**config.mk**
```make
export PLATFORM = sky130hd
export DESIGN_NAME = ysyx_23060025_hazard_unit
export DESIGN_NICKNAME = d
export VERILOG_FILES = /design/src/rtl/ysyx_23060025_hazard_unit_pkg.sv /design/src/rtl/ysyx_23060025_fwd_pick.sv /design/src/rtl/ysyx_23060025_hazard_unit.sv
export SDC_FILE = /design/constraint.sdc
export NUM_CORES = 1
export LEC_CHECK = 0
export ABC_AREA = 0
export BUFFER_PORTS_ARGS = -buffer_cell sky130_fd_sc_hd__buf_2
export CAP_MARGIN = 20
export CORE_AREA = 2 2 186 188
export DETAILED_ROUTE_END_ITERATION = 8
export DIE_AREA = 0 0 188 190
export MAX_ROUTING_LAYER = met4
export SYNTH_ARGS = -nofsm -noshare
export SYNTH_HDL_FRONTEND = slang
export SYNTH_SLANG_ARGS = --single-unit
```
**constraint.sdc**
```tcl
create_clock -name clock -period 5.75 [get_ports clock]
set_input_delay 1.15 -clock clock [delete_from_list [all_inputs] [get_ports clock]]
set_output_delay 1.15 -clock clock [all_outputs]
set_load 0.1 [all_outputs]
```
**src/rtl/ysyx_23060025_hazard_unit_pkg.sv**
```systemverilog
// Shared definitions for the RAW hazard / bypass unit: FSM state encodings and default widths.
package ysyx_23060025_hazard_unit_pkg;

  localparam int DEF_NUM_RD  = 2;
  localparam int DEF_NUM_STG = 3;
  localparam int DEF_XLEN    = 32;
  localparam int DEF_RAW     = 5;
  localparam int DEF_CAW     = 12;
  localparam int DEF_CNT_W   = 32;

  typedef enum logic {
    HZ_RUN  = 1'b0,
    HZ_WAIT = 1'b1
  } hz_state_e;

endpackage

```
**src/rtl/ysyx_23060025_fwd_pick.sv**
```systemverilog
// Priority select of one read address across all producer stages; stage 0 (youngest) wins.
module ysyx_23060025_fwd_pick
  import ysyx_23060025_hazard_unit_pkg::*;
#(
  parameter int NUM_STG     = DEF_NUM_STG,
  parameter int AW          = DEF_RAW,
  parameter int XLEN        = DEF_XLEN,
  parameter bit ZERO_EXEMPT = 1'b1
) (
  input  logic                    rd_en,
  input  logic [AW-1:0]           raddr,
  input  logic [NUM_STG-1:0]      stg_busy,
  input  logic [NUM_STG-1:0]      stg_wen,
  input  logic [NUM_STG-1:0]      stg_rdy,
  input  logic [NUM_STG*AW-1:0]   stg_waddr,
  input  logic [NUM_STG*XLEN-1:0] stg_wdata,
  output logic                    hit,
  output logic                    rdy,
  output logic [XLEN-1:0]         data
);

  logic                 rd_valid;
  logic [NUM_STG-1:0]   match;

  // GPR x0 is hard-wired and never forwarded; CSR address 0 is an ordinary register.
  assign rd_valid = rd_en & (!ZERO_EXEMPT || (raddr != '0));

  always_comb begin
    match = '0;
    for (int s = 0; s < NUM_STG; s++) begin
      match[s] = rd_valid & stg_busy[s] & stg_wen[s] & (stg_waddr[s*AW +: AW] == raddr);
    end
  end

  // Walk oldest to youngest so the youngest match overwrites the result.
  always_comb begin
    hit  = 1'b0;
    rdy  = 1'b0;
    data = '0;
    for (int s = NUM_STG - 1; s >= 0; s--) begin
      if (match[s]) begin
        hit  = 1'b1;
        rdy  = stg_rdy[s];
        data = stg_rdy[s] ? stg_wdata[s*XLEN +: XLEN] : '0;
      end
    end
  end

endmodule

```
**src/rtl/ysyx_23060025_hazard_unit.sv**
```systemverilog
// RAW hazard and bypass unit between IDU and the downstream producer stages.
// Forwards ready results combinationally, stalls IDU on unresolved reads, counts stall/bypass events.
module ysyx_23060025_hazard_unit
  import ysyx_23060025_hazard_unit_pkg::*;
#(
  parameter int NUM_RD  = DEF_NUM_RD,
  parameter int NUM_STG = DEF_NUM_STG,
  parameter int XLEN    = DEF_XLEN,
  parameter int RAW     = DEF_RAW,
  parameter int CAW     = DEF_CAW,
  parameter int CNT_W   = DEF_CNT_W
) (
  input  logic                    clock,
  input  logic                    reset,
  input  logic                    flush_i,
  input  logic                    idu_busy_i,
  input  logic [NUM_RD-1:0]       idu_ren_i,
  input  logic [NUM_RD*RAW-1:0]   idu_raddr_i,
  input  logic                    idu_csr_ren_i,
  input  logic [CAW-1:0]          idu_csr_raddr_i,
  input  logic [NUM_STG-1:0]      stg_busy_i,
  input  logic [NUM_STG-1:0]      stg_wen_i,
  input  logic [NUM_STG*RAW-1:0]  stg_waddr_i,
  input  logic [NUM_STG*XLEN-1:0] stg_wdata_i,
  input  logic [NUM_STG-1:0]      stg_rdy_i,
  input  logic [NUM_STG-1:0]      stg_csr_wen_i,
  input  logic [NUM_STG*CAW-1:0]  stg_csr_waddr_i,
  input  logic [NUM_STG*XLEN-1:0] stg_csr_wdata_i,
  output logic [NUM_RD-1:0]       fwd_sel_o,
  output logic [NUM_RD*XLEN-1:0]  fwd_data_o,
  output logic                    csr_fwd_o,
  output logic [XLEN-1:0]         csr_fwd_data_o,
  output logic                    stall_o,
  output logic [CNT_W-1:0]        stall_cnt_o,
  output logic [CNT_W-1:0]        stall_evt_o,
  output logic [CNT_W-1:0]        bypass_cnt_o
);

  logic [NUM_RD-1:0] gpr_hit;
  logic [NUM_RD-1:0] gpr_rdy;
  logic [NUM_RD-1:0] gpr_unres;
  logic              csr_hit;
  logic              csr_rdy;
  logic              csr_unres;
  logic              hazard;
  logic              enter_wait;
  logic              bypass_inc;
  hz_state_e         state_q;
  hz_state_e         state_d;

  for (genvar k = 0; k < NUM_RD; k++) begin : g_gpr_pick
    logic [XLEN-1:0] pick_data;

    ysyx_23060025_fwd_pick #(
      .NUM_STG     (NUM_STG),
      .AW          (RAW),
      .XLEN        (XLEN),
      .ZERO_EXEMPT (1'b1)
    ) u_pick (
      .rd_en     (idu_busy_i & idu_ren_i[k]),
      .raddr     (idu_raddr_i[k*RAW +: RAW]),
      .stg_busy  (stg_busy_i),
      .stg_wen   (stg_wen_i),
      .stg_rdy   (stg_rdy_i),
      .stg_waddr (stg_waddr_i),
      .stg_wdata (stg_wdata_i),
      .hit       (gpr_hit[k]),
      .rdy       (gpr_rdy[k]),
      .data      (pick_data)
    );

    assign fwd_sel_o[k]                = gpr_hit[k] & gpr_rdy[k];
    assign gpr_unres[k]                = gpr_hit[k] & ~gpr_rdy[k];
    assign fwd_data_o[k*XLEN +: XLEN]  = pick_data;
  end

  ysyx_23060025_fwd_pick #(
    .NUM_STG     (NUM_STG),
    .AW          (CAW),
    .XLEN        (XLEN),
    .ZERO_EXEMPT (1'b0)
  ) u_csr_pick (
    .rd_en     (idu_busy_i & idu_csr_ren_i),
    .raddr     (idu_csr_raddr_i),
    .stg_busy  (stg_busy_i),
    .stg_wen   (stg_csr_wen_i),
    .stg_rdy   (stg_rdy_i),
    .stg_waddr (stg_csr_waddr_i),
    .stg_wdata (stg_csr_wdata_i),
    .hit       (csr_hit),
    .rdy       (csr_rdy),
    .data      (csr_fwd_data_o)
  );

  assign csr_fwd_o = csr_hit & csr_rdy;
  assign csr_unres = csr_hit & ~csr_rdy;

  assign hazard  = (|gpr_unres) | csr_unres;
  assign stall_o = hazard & ~flush_i;

  // A flushed hazard cycle must leave every counter untouched, including bypass.
  assign bypass_inc = (|fwd_sel_o) & ~hazard;

  always_ff @(posedge clock or posedge reset) begin
    if (reset) state_q <= HZ_RUN;
    else       state_q <= state_d;
  end

  always_comb begin
    state_d    = state_q;
    enter_wait = 1'b0;
    case (state_q)
      HZ_RUN: begin
        if (hazard && !flush_i) begin
          state_d    = HZ_WAIT;
          enter_wait = 1'b1;
        end
      end
      HZ_WAIT: begin
        if (flush_i || !hazard) state_d = HZ_RUN;
      end
      default: state_d = HZ_RUN;
    endcase
  end

  always_ff @(posedge clock or posedge reset) begin
    if (reset) begin
      stall_cnt_o  <= '0;
      stall_evt_o  <= '0;
      bypass_cnt_o <= '0;
    end else begin
      if (stall_o && (stall_cnt_o != '1))     stall_cnt_o  <= stall_cnt_o + 1'b1;
      if (enter_wait && (stall_evt_o != '1))  stall_evt_o  <= stall_evt_o + 1'b1;
      if (bypass_inc && (bypass_cnt_o != '1)) bypass_cnt_o <= bypass_cnt_o + 1'b1;
    end
  end

endmodule
```
==> results of run 1 <==
layout make-up:
class,count,share of cell area
Clock inverter,7,0.006252
Multi-Input combinational cell,787,0.4427
Antenna cell,21,0.004527
Timing Repair Buffer,500,0.2662
Clock buffer,9,0.01940
Inverter,8,0.002695
Tap cell,455,0.04905
Sequential cell,97,0.2091
power breakdown:
| group | total (mW) | internal (mW) | switching (mW) |
|---|---|---|---|
| clock | 0.602 | 0.307 | 0.295 |
| sequential | 0.707 | 0.692 | 0.0144 |
| combinational | 0.367 | 0.126 | 0.241 |
| total | 1.68 | 1.13 | 0.550 |
cells in the mapped netlist (2+ instances only):
cell      number
o21ai_0       65
nand4_1       50
xnor2_1      134
o311a_1        2
and3_1        36
or3_1          2
a221oi_1      32
dfrtp_1       97
nor4_1         7
buf_1          3
nor2_1        56
inv_1          8
clkbuf_1      62
buf_6          2
or4_1          4
xor2_1        25
a21oi_1       35
nor3b_1        4
mux2_2         3
nor3_1        21
and4_1        13
a32o_1        64
buf_2          8
and2_1        14
ha_1           3
nand3_1       66
nand2_1      133
kinds of logic after synthesis:
group	after synthesis
xor+xnor	159
buf+inv	83
mux	4
simple gates	415
fa+ha+maj	3
flops	97
compound gates	206
state kept, by name, indices dropped and copies added (netlist names):
signal and flops:
stall_evt_o 32, state_q 1, bypass_cnt_o 32, stall_cnt_o 32
metal layers:
metal | vias to the layer above | GRT usage | wire length [um]
li1 | 4460 | - | -
met1 | 4725 | 0.2594 | 15500
met2 | 501 | 0.3507 | 19130
met3 | 77 | 0.04593 | 3282
met4 | 0 | 0.08025 | 1278
met5 | - | - | 0
worst reg2reg max path: stages, from the launching register on:
cell and delay (ps):
dfrtp_1 440, ha_1 230, and3_1 200, and4_1 200, and4_1 210, nor2b_1 140
nor3_1 560, a21boi_4 700, mux2_2 420
final timing paths:
path	start	end	slack, ps	depth (start not counted)
setup / recovery	idu_raddr_i[6]	fwd_data_o[43]	820	11
hold / removal	stall_cnt_o[15]	stall_cnt_o[15]	480	1
setup reg to reg	stall_evt_o[0]	stall_evt_o[1]	2530	8
hold reg to reg	stall_cnt_o[15]	stall_cnt_o[15]	480	1
max in group asynchronous	reset	stall_evt_o[17]	3660	3
min in group asynchronous	reset	bypass_cnt_o[18]	950	2
metrics by stage:
| stage | utilization | hold WS (ps) | cells | total power [mW] |
|---|---|---|---|---|
| floorplan | - | 593.8 | 967 | 0.9026 |
| global placement | 0.3316 | 470.5 | 1847 | 1.084 |
| detailed placement | 0.3316 | 478.0 | 1847 | 1.088 |
| CTS | 0.3404 | 490.8 | 1863 | 1.695 |
| global route | 0.3418 | 507.4 | 1882 | 1.753 |
| finish | 0.3419 | 483.3 | 1884 | 1.676 |
==> impl_metrics.tcl, run 1 <==
set metrics [dict create \
    status "completed" \
    layout_common_cells "buf_2, xnor2_1, nand2_1" \
    synth_area_leaders "dfrtp_1, xnor2_1, a32o_1" \
    grt_first_pass_wirelength_um 56900 \
    crit_chain "buf_2 > xor2_1 > nor4_1 > and3_1 > buf_4 > nor3b_2 > buf_4 > a32o_1 > nand2_1 > o21ai_0 > buf_2" \
    synth_xor_area_frac 0.1768 \
    drt_iter0_markers 666 \
    cts_sinks 97 \
    drive_above_1_share 0.3800 \
    cts-buffers-inserted 9 \
    cp_top_family "buffers and inverters" \
    fmax_mhz 203.0 \
    synth_edf_count 0 \
    grt_pass1_vias 9175 \
    end_kind "output pin" \
    start_util 0.2321 \
    drv_cap 0 \
    seqCellArea_um2 2427 \
    layout_commonest_cell "buf_2" \
    postSynthCellCount 967 \
    min_path_type "flip-flop to flip-flop" \
    skew_ps 9.862 \
    numPortBuffers 479 \
    synth_top_area_frac 0.3081 \
    yosysUniqueCellTypes 45 \
    first_pass_iters 6 \
    cpMaxStageDelayCell "nor4_1" \
    drtAntennaViolNets 0 \
    synth_compound_gate_area_share 0.1963 \
    synth_warnings 0 \
    vias 9763 \
    post_dp_cell_area_um2 11260 \
    track_usage 0.2144 \
    rsz0062_at_grt "false" \
    yosys.area_share.adder 0.004765 \
    root_buffer "clkbuf_16" \
    drv_slew 0 \
    setup_viol 0 \
    ir_drop_mv 0.1889 \
    synthFlopType "dfrtp_1" \
    cts_max_path_buffers 2 \
    ys_seq_elements 97 \
    rows 68 \
    leakagePower_nw 5.442 \
    wl_per_cell_um 20.80 \
    area_delta_synth_final_pct 47.35 \
    cts.hold.buffers_added 0 \
    post-route-cell-area_um2 11610 \
    period_share 0.8569 \
    core_um2 33950 \
    fin_nets 1690 \
    yosys.area_share.simple 0.2657 \
    dieWidth_um 188 \
    gr-total-overflow 0 \
    hold_viol_final 0 \
    cts.clk_slew.worst_paths_ps 80 \
    post_cts_resized 0 \
    worstMarginPinSlew_ps 870.4 \
    die-height_um 190 \
    post_cts_buffers 0 \
    slowest_delay_ps 490 \
    place_ws_ps 858.8 \
    cp_max_fo 24 \
    muxShareOfSynthArea 0.005559 \
    vias_per_cell 5.182 \
    grt_max_degree 51 \
    ys_seq_area_frac 0.3081 \
    cp.buffers_inverters 4 \
    syn-cell-area_um2 7878 \
    cp-start-kind "input pin" \
    place_hpwl_um 32250 \
    cp_data_required_time_ps 4600 \
    nFillCells 3644 \
    syn_area_per_cell_um2 8.146 \
    clk_latency_ps 350 \
    layout_setup_ws_ps 822.8 \
    fin_tns_setup_ps 0 \
    syn-num-nets 1254 \
    place_congestion 0.9562 \
    die_area_um2 35720 \
    synth_top_family_by_area "simple AND/OR/NAND/NOR gates" \
    htreeDepth 3 \
    cp_data_arrival_time_ps 3780 \
    period_needed_ps 4927 \
    synth.largest_area_cell "dfrtp_1" \
    routed_wl_um 39180 \
    drc_errors 0 \
    p_per_area_nw_per_um2 144.4 \
    multiInputGateArea_um2 5139 \
    worstSetupPathType "input pin to output pin" \
    slew_headroom 0.4197 \
    ys_async_sr_fraction 1.000 \
    io-pin-count 480 \
    cts_tree "yes" \
    antenna_found_initial 26 \
]
No activity file was read; power rests on OpenSTA's default activity.
==> inputs of run 2 (changes only) <==
--- a/constraint.sdc
+++ b/constraint.sdc
@@ -3,2 +3,2 @@
 set_output_delay 1.15 -clock clock [all_outputs]
-set_load 0.1 [all_outputs]
+set_load 0.05 [all_outputs]
==> impl_metrics.tcl, run 2 (synthesis results as in run 1) <==
set metrics [dict create \
    grt_max_degree 68 \
    leakagePower_nw 5.340 \
    startpoint "idu_raddr_i[8]" \
    worstMarginPinSlew_ps 913.8 \
    grt_pass1_vias 9154 \
    slew_headroom 0.3901 \
    cts_max_path_buffers 2 \
    whs_ps 485.4 \
    die_area_um2 35720 \
    root_buffer "clkbuf_16" \
    dieWidth_um 188 \
    status "completed" \
    period_share 0.8768 \
    cp_max_fo 34 \
    track_usage 0.2134 \
    fin_tns_setup_ps 0 \
    cpMaxStageDelayCell "nor4_1" \
    die-height_um 190 \
    p_per_area_nw_per_um2 146.3 \
    layout_common_cells "buf_2, xnor2_1, nand2_1" \
    cts_sinks 97 \
    drive_above_1_share 0.3782 \
    area_delta_synth_final_pct 40.47 \
    rr_startpoint "stall_evt_o[0]" \
    rsz0062_at_grt "false" \
    drc_errors 0 \
    cts-buffers-inserted 9 \
    reg.largest.list "bypass_cnt_o: 32 flops, stall_cnt_o: 32 flops, stall_evt_o: 32 flops" \
    end_kind "output pin" \
    skew_ps 10.68 \
    htreeDepth 3 \
    cp_data_required_time_ps 4600 \
    hold_viol_final 0 \
    vias 9602 \
    min_path_type "flip-flop to flip-flop" \
    core_um2 33950 \
    setup_viol 0 \
    crit_chain "buf_2 > xor2_1 > nor4_1 > and3_1 > buf_4 > nor3b_2 > buf_4 > a32o_1 > nand2_1 > o21ai_0 > buf_2" \
    cts.hold.buffers_added 0 \
    post_cts_resized 0 \
    rr_worst_depth 8 \
    fin_nets 1687 \
    r2r_slack_ps 2540 \
    worstSetupPathType "input pin to output pin" \
    place_congestion 0.9422 \
    cts.clk_slew.worst_paths_ps 70 \
    wl_per_cell_um 20.86 \
    drv_cap 0 \
    ir_drop_mv 0.1224 \
    first_pass_iters 5 \
    cp.buffers_inverters 4 \
    timing.rr.end "stall_evt_o[1]" \
    drtAntennaViolNets 0 \
    vias_per_cell 5.127 \
    numPortBuffers 479 \
    cts_tree "yes" \
    fmax_mhz 198.4 \
    rows 68 \
    post_cts_buffers 0 \
    place_hpwl_um 31860 \
    gr-total-overflow 0 \
    slowest_delay_ps 540 \
    cp-start-kind "input pin" \
    cp_num_cells 11 \
    grt_first_pass_wirelength_um 56970 \
    clk_latency_ps 350 \
    period_needed_ps 5042 \
    drv_slew 0 \
    antenna_found_initial 16 \
    start_util 0.2321 \
    routed_wl_um 39070 \
    io-pin-count 480 \
    cp-endpoint "fwd_data_o[43]" \
    nFillCells 3644 \
    cp_top_family "buffers and inverters" \
    cp_data_arrival_time_ps 3890 \
    drt_iter0_markers 608 \
    layout_commonest_cell "buf_2" \
]
==> run 2: changes by cell type in the layout (fill, tap and decap cells not counted), moves of 3 or more <==
cell | previous run | this run
buf_12 | 36 | 3
buf_2 | 445 | 478
buf_4 | 19 | 16
clkbuf_8 | 0 | 3
diode_2 | 21 | 14
==> run 2: layout make-up <==
class / count / area, um2 / share of cell area
diodes: 14 / 35.03 / 0.003166
clock buffers: 12 / 266.5 / 0.02408
clock inverters: 3 / 25.02 / 0.002261
inverters: 8 / 31.28 / 0.002827
multi-input cells: 787 / 5139 / 0.4644
flip-flops and latches: 97 / 2427 / 0.2194
well taps: 455 / 569.3 / 0.05145
repair buffers: 497 / 2572 / 0.2325
==> run 2: per-stage QoR <==
stage	util	cells	cell area (um2)	setup WS [ps]	power [mW]
floorplan	-	967	7878	1097	0.8578
global placement	0.3163	1844	10740	796.6	1.040
detailed placement	0.3163	1844	10740	810.4	1.042
CTS	0.3249	1859	11030	813.9	1.638
global route	0.3257	1870	11060	707.6	1.697
finish	0.3260	1873	11070	708.4	1.619
==> run 2: worst min path at each step <==
| stage | to | depth (start not counted) | start | slack, ps |
|---|---|---|---|---|
| global route | stall_cnt_o[22] | 1 | stall_cnt_o[22] | 500 |
| global placement | stall_cnt_o[22] | 1 | stall_cnt_o[22] | 470 |
| finish | stall_cnt_o[22] | 1 | stall_cnt_o[22] | 490 |
| floorplan | stall_evt_o[6] | 3 | state_q | 590 |
| CTS | stall_cnt_o[22] | 1 | stall_cnt_o[22] | 490 |
| detailed placement | stall_cnt_o[22] | 1 | stall_cnt_o[22] | 480 |
==> run 2: report_power, final <==
group | leakage (nW) | switching (mW) | internal, mW
Combinational | 3.85 | 0.196 | 0.126
Sequential | 1.35 | 0.0132 | 0.693
Clock | 0.141 | 0.262 | 0.328
==> run 2: worst reg2reg max path: stages (launching register included) <==
cell and delay [ps]:
dfrtp_1 430, ha_1 230, and3_1 200, and4_1 200, and4_1 210, nor2b_1 150, nor3_1 560, a21boi_4 700
mux2_2 420
==> run 2: per-layer routing <==
layer / share of wire / vias to the layer above / track usage
li1: - / 4437 / -
met1: 0.41 / 4656 / 0.2630
met2: 0.49 / 439 / 0.3559
met3: 0.067 / 70 / 0.03468
met4: 0.033 / 0 / 0.07026
met5: 0 / - / -
